[src/rtl/spike_event_fifo.sv]
// Spike event buffer: tags each neuron spike with a timestamp and inter-spike interval,
// queues events in a first-word-fall-through FIFO and reports drops on overflow.
module spike_event_fifo #(
   parameter int TS_WIDTH = 8,
   parameter int DEPTH    = 4,
   parameter int CNT_W    = $clog2(DEPTH) + 1
) (
   input  logic                clk_i,
   input  logic                rst_ni,
   input  logic                en_i,
   input  logic                spike_i,
   input  logic                clr_ovf_i,
   output logic                evt_valid_o,
   input  logic                evt_ready_i,
   output logic [TS_WIDTH-1:0] evt_ts_o,
   output logic [TS_WIDTH-1:0] evt_isi_o,
   output logic [CNT_W-1:0]    count_o,
   output logic                overflow_o,
   output logic [7:0]          drop_cnt_o
);

   localparam int                  PTR_W   = $clog2(DEPTH);
   localparam logic [TS_WIDTH-1:0] ISI_MAX = '1;

   logic [TS_WIDTH-1:0] ts_q, ts_d;
   logic [TS_WIDTH-1:0] isi_q, isi_d;
   logic [PTR_W-1:0]    wr_ptr_q, wr_ptr_d;
   logic [PTR_W-1:0]    rd_ptr_q, rd_ptr_d;
   logic [CNT_W-1:0]    count_q, count_d;
   logic                overflow_q, overflow_d;
   logic [7:0]          drop_cnt_q, drop_cnt_d;

   logic [TS_WIDTH-1:0] ts_mem_q  [DEPTH];
   logic [TS_WIDTH-1:0] isi_mem_q [DEPTH];

   logic valid, full, pop, push_ok, drop;

   assign valid   = (count_q != '0);
   assign full    = (count_q == CNT_W'(DEPTH));
   assign pop     = valid & evt_ready_i;
   // A full FIFO still accepts a spike when the head leaves on the same edge.
   assign push_ok = spike_i & (~full | pop);
   assign drop    = spike_i & full & ~pop;

   // NOTE: every always_comb target gets a default first so no path can infer a latch.
   always_comb begin
      ts_d       = ts_q;
      isi_d      = isi_q;
      wr_ptr_d   = wr_ptr_q;
      rd_ptr_d   = rd_ptr_q;
      count_d    = count_q;
      overflow_d = overflow_q;
      drop_cnt_d = drop_cnt_q;

      if (en_i) ts_d = ts_q + TS_WIDTH'(1);

      // ISI restarts on every spike, including dropped ones and while counting is paused.
      if (spike_i)                       isi_d = TS_WIDTH'(1);
      else if (en_i && isi_q != ISI_MAX) isi_d = isi_q + TS_WIDTH'(1);

      if (push_ok) wr_ptr_d = wr_ptr_q + PTR_W'(1);
      if (pop)     rd_ptr_d = rd_ptr_q + PTR_W'(1);

      case ({push_ok, pop})
         2'b10:   count_d = count_q + CNT_W'(1);
         2'b01:   count_d = count_q - CNT_W'(1);
         default: count_d = count_q;
      endcase

      if (drop) begin
         overflow_d = 1'b1;
         if (clr_ovf_i)                drop_cnt_d = 8'd1;
         else if (drop_cnt_q != 8'hFF) drop_cnt_d = drop_cnt_q + 8'd1;
      end else if (clr_ovf_i) begin
         overflow_d = 1'b0;
         drop_cnt_d = 8'd0;
      end
   end

   // NOTE: state registers use non-blocking assignments so every flop samples pre-edge values.
   always_ff @(posedge clk_i or negedge rst_ni) begin
      if (!rst_ni) begin
         ts_q       <= '0;
         isi_q      <= ISI_MAX;
         wr_ptr_q   <= '0;
         rd_ptr_q   <= '0;
         count_q    <= '0;
         overflow_q <= 1'b0;
         drop_cnt_q <= 8'd0;
      end else begin
         ts_q       <= ts_d;
         isi_q      <= isi_d;
         wr_ptr_q   <= wr_ptr_d;
         rd_ptr_q   <= rd_ptr_d;
         count_q    <= count_d;
         overflow_q <= overflow_d;
         drop_cnt_q <= drop_cnt_d;
      end
   end

   // NOTE: storage is not reset; outputs are masked while empty, so stale contents never show.
   always_ff @(posedge clk_i) begin
      if (push_ok) begin
         ts_mem_q[wr_ptr_q]  <= ts_q;
         isi_mem_q[wr_ptr_q] <= isi_q;
      end
   end

   assign evt_valid_o = valid;
   assign evt_ts_o    = valid ? ts_mem_q[rd_ptr_q]  : '0;
   assign evt_isi_o   = valid ? isi_mem_q[rd_ptr_q] : '0;
   assign count_o     = count_q;
   assign overflow_o  = overflow_q;
   assign drop_cnt_o  = drop_cnt_q;

endmodule

[config.mk]
export PLATFORM = sky130hd
export DESIGN_NAME = spike_event_fifo
export DESIGN_NICKNAME = d
export VERILOG_FILES = /design/src/rtl/spike_event_fifo.sv
export SDC_FILE = /design/constraint.sdc
export NUM_CORES = 1
export LEC_CHECK = 0
export ABC_AREA = 1
export BUFFER_PORTS_ARGS = -buffer_cell sky130_fd_sc_hd__buf_2
export CORE_MARGIN = 3
export CORE_UTILIZATION = 45
export CTS_CLUSTER_SIZE = 10
export DETAILED_ROUTE_END_ITERATION = 16
export GPL_TIMING_DRIVEN = 0
export HOLD_SLACK_MARGIN = 0.08
export SYNTH_ARGS = -nofsm -noshare
export SYNTH_HDL_FRONTEND = slang
export SYNTH_SLANG_ARGS = --single-unit
[constraint.sdc]
create_clock -name clk_i -period 2.6 [get_ports clk_i]
set_input_delay 0.13 -clock clk_i [delete_from_list [all_inputs] [get_ports clk_i]]
set_output_delay 0.13 -clock clk_i [all_outputs]
set_load 0.02 [all_outputs]
==> flow_metrics.env <==
export IMPL_cp_end_kind="primary output"
export IMPL_timing_hold_violations_final=0
export IMPL_cp_arrival_ns=1.95
export IMPL_ys_warn_count=0
export IMPL_synth_cell_types=34
export IMPL_peakVddDrop_v=0.000498
export IMPL_power_switching_mw=2.07
export IMPL_cpPeakStageDelay_ns=0.40
export IMPL_busiest_layer="met2"
export IMPL_worstMarginPinSlew_ns=0.987
export IMPL_synth_commonest_cells="87 x nor2_1, 64 x edfxtp_1, 45 x nand2_1"
export IMPL_dieWidth_um=104
export IMPL_hp_class="in -> reg"
export IMPL_synth_top_area_cell="edfxtp_1"
export IMPL_clock_sinks=96
export IMPL_hold_start="clr_ovf_i"
export IMPL_leakagePower_nw=2.02
export IMPL_timing_rr_start="count_o[2]$_DFFE_PN0P_"
export IMPL_nFillCells=852
export IMPL_pin_count=35
export IMPL_setup_violations=0
export IMPL_cts_buffer_depth=2
export IMPL_finalWorstPathRequiredPeriod_ns=2.08
export IMPL_start_util_pct=46.5
export IMPL_viasPerCell=4.97
export IMPL_dp_cells=571
export IMPL_critical_path_class="reg -> out"
export IMPL_p_int_mw=3.39
export IMPL_p_seq_share_pct=42.4
export IMPL_path_common_cell="buf_2"
export IMPL_layout_drive_gt1_share_pct=21.9
export IMPL_met3_usage_pct=3.24
export IMPL_max_slew_margin_rel_pct=34.1
export IMPL_start_kind="flop"
export IMPL_postSynthCellCount=406
export IMPL_drt_wl_total_um=8640
export IMPL_setup_ws_ns=0.518
export IMPL_crit_buf_inv=4
export IMPL_first_global_vias=2875
export IMPL_hpwlAfterDp_um=5920
export IMPL_r2r_slack_ns=0.60
export IMPL_critPathRequiredTime_ns=2.47
export IMPL_root_buffer="clkbuf_8"
export IMPL_rows=35
export IMPL_syn_avg_cell_area_um2=10.6
export IMPL_clk_latency_ns=0.35
export IMPL_drt_iter0_markers=83
export IMPL_grt_overflow=0
export IMPL_synth_area_top_cells="edfxtp_1 45%, dfrtp_1 14%, nor2_1 7.6%"
export IMPL_coreArea_mm2=0.00924
export IMPL_worst_hold_path_num_cells=4
export IMPL_ys_async_sr_fraction_pct=33.3
export IMPL_path_delay_family="buffers and inverters"
export IMPL_r2r_cells=6
export IMPL_sw_frac_of_total_pct=37.9
export IMPL_port_buffer_count=33
export IMPL_drc=0
export IMPL_rsz0062_at_grt="false"
export IMPL_instances_no_fill=590
export IMPL_grt_pass1_wl_um=14600
export IMPL_grt_usage_pct=17.1
export IMPL_drv_cap=0
export IMPL_use_met1_pct=23.6
export IMPL_clkPwrFrac_pct=21.0
export IMPL_htree_levels=3
export IMPL_postRouteAntennaNets=0
export IMPL_path_clk_slew_ns=0.09
export IMPL_grt_max_degree=33
export IMPL_status="complete, no violations"
export IMPL_synth_top_cell_area_share_pct=44.8
export IMPL_cts_tree="done"
export IMPL_synth_edf_count=64
export IMPL_dieHeight_um=104
export IMPL_fmax_mhz=480
export IMPL_power_density_mw_per_mm2=1110
export IMPL_syn_area_mm2=0.00429
export IMPL_combPwrFrac_pct=36.6
export IMPL_gp_congestion=0.815
export IMPL_cts_buffers_inserted=9
export IMPL_hold_path_end="drop_cnt_o[3]$_DFFE_PN0P_"
export IMPL_finalNetCount=470
export IMPL_yosysSeqAreaShare_pct=63.6
export IMPL_clock_skew_ns=0.0119
export IMPL_r2r_end="ts_mem_q[0][2]$_DFFE_PP_"
export IMPL_antennaDiodeCount=0
export IMPL_yosysMostFrequentCell="nor2_1"
export IMPL_use_met2_pct=28.4
export IMPL_post_place_ws_ns=0.558
export IMPL_ys_flop_type="edfxtp_1"
export IMPL_crit_path_cell_trace="buf_2 -> inv_2 -> clkbuf_1 -> o21ai_0 -> a21oi_1 -> buf_2"
export IMPL_syn_nets=420
export IMPL_crit_slowest_cell="clkbuf_1"
export IMPL_first_pass_iters=4
export IMPL_post_cts_resized=0
export IMPL_ys_ff_latch=96
export IMPL_cp_max_fo=10
export IMPL_area_growth_pct=15.1
export IMPL_antenna_found_initial=0
export IMPL_power_mw=5.46
export IMPL_fin_crit_sh_pct=80.1
export IMPL_setup_tns_final_ns=0
export IMPL_wl_per_cell_um=14.6
export IMPL_slew_violations=0
export IMPL_via_count=2931
export IMPL_dieArea_mm2=0.0108
## layout by cell type (no fill, tap or decap), types with 2 or more instances in the layout
cell | Yosys | layout
a21oi_1 | 23 | 23
buf_2 | 8 | 41
buf_8 | 0 | 2
bufinv_16 | 0 | 3
clkbuf_1 | 2 | 2
clkbuf_8 | 0 | 9
dfrtp_1 | 24 | 24
dfstp_2 | 8 | 8
dlygate4sd3_1 | 0 | 3
edfxtp_1 | 64 | 64
ha_1 | 7 | 7
inv_1 | 28 | 28
inv_2 | 8 | 8
nand2_1 | 45 | 45
nand2_2 | 5 | 5
nand2_4 | 3 | 3
nand3_1 | 17 | 17
nand3_2 | 3 | 3
nand4_1 | 5 | 5
nor2_1 | 87 | 84
nor2_2 | 1 | 4
nor2_4 | 2 | 2
o21ai_0 | 37 | 37
o21ai_1 | 4 | 4
o21ai_2 | 2 | 2
or2_2 | 2 | 2
xnor2_1 | 3 | 3
xor2_1 | 8 | 8
## final cells by class
type,instances,area [µm²],share of cell area (%)
Clock buffer,9,124,2.51
Timing Repair Buffer,39,236,4.78
Sequential cell,96,2730,55.3
Multi-Input combinational cell,261,1360,27.4
Inverter,37,141,2.86
Clock inverter,7,119,2.41
Buffer,12,72.6,1.47
Tap cell,129,161,3.27
## worst max path at each step
stage | to | start | depth (start not counted) | slack, ns
finish | evt_isi_o[5] | rd_ptr_q[0]$_DFFE_PN0N_ | 6 | 0.52
global route | evt_isi_o[5] | rd_ptr_q[0]$_DFFE_PN0N_ | 6 | 0.32
CTS | evt_isi_o[7] | rd_ptr_q[0]$_DFFE_PN0N_ | 6 | 0.44
detailed placement | isi_mem_q[1][2]$_DFFE_PP_ | count_o[2]$_DFFE_PN0P_ | 5 | 0.56
global placement | isi_mem_q[3][2]$_DFFE_PP_ | count_o[2]$_DFFE_PN0P_ | 5 | 0.18
floorplan | isi_mem_q[0][0]$_DFFE_PP_ | count_o[2]$_DFFE_PN0P_ | 5 | 0.68
## power by group through the flow
stage | combinational [mW] | sequential, mW | clock (mW)
floorplan | 1.34 | 2.32 | 0
global placement | 1.93 | 2.34 | 0
detailed placement | 2.03 | 2.35 | 0
CTS | 2.04 | 2.31 | 1.17
global route | 2.26 | 2.36 | 1.24
finish | 2.00 | 2.31 | 1.15
## cells by family (layout without fill, tap and decap cells)
kind of cell | count (synthesis) | in the layout | share of synthesized area (%)
compound gates | 69 | 69 | 8.39
fa+ha+maj | 8 | 8 | 2.51
mux | 1 | 1 | 0.262
xor+xnor | 11 | 11 | 2.24
flops | 96 | 96 | 63.6
buf+inv | 49 | 104 | 4.98
simple gates | 172 | 172 | 18.0
## registers in the layout, indices dropped and copies added, names as in the netlist
signal,flops
drop_cnt_o,8
count_o,3
isi_q,8
wr_ptr_q,2
ts_q,8
overflow_o,1
ts_mem_q,32
isi_mem_q,32
rd_ptr_q,2
## worst register-to-register path: stages (launching register included)
cell	delay (ns)
dfrtp_1	0.42
inv_2	0.11
nor2_2	0.05
nand2_1	0.05
nand2_1	0.18
nor2_1	0.64
buf_6	0.26
## routing by layer
layer  vias to the layer above  wire [µm]
met5                         -          0
met2                        49       4260
met4                         0         67
met1                      1413       4000
li1                       1462          -
met3                         7        314
## through the flow
| stage | hold slack, ns | area (µm²) | util [%] |
|---|---|---|---|
| 2_1_floorplan | -0.166 | 4290 | - |
| 3_3_place_gp | 0.247 | 4620 | 50.0 |
| 3_5_place_dp | 0.250 | 4670 | 50.5 |
| 4_1_cts | 0.0813 | 4940 | 53.5 |
| 5_1_grt | 0.104 | 4940 | 53.5 |
| 6_report | 0.0946 | 4940 | 53.5 |
## what timing repair did
item,CTS,global route
endpoints found under the hold margin,30,0
hold buffers,3,0
buffers inserted,0,0
Power figures use the tool's default switching activity.
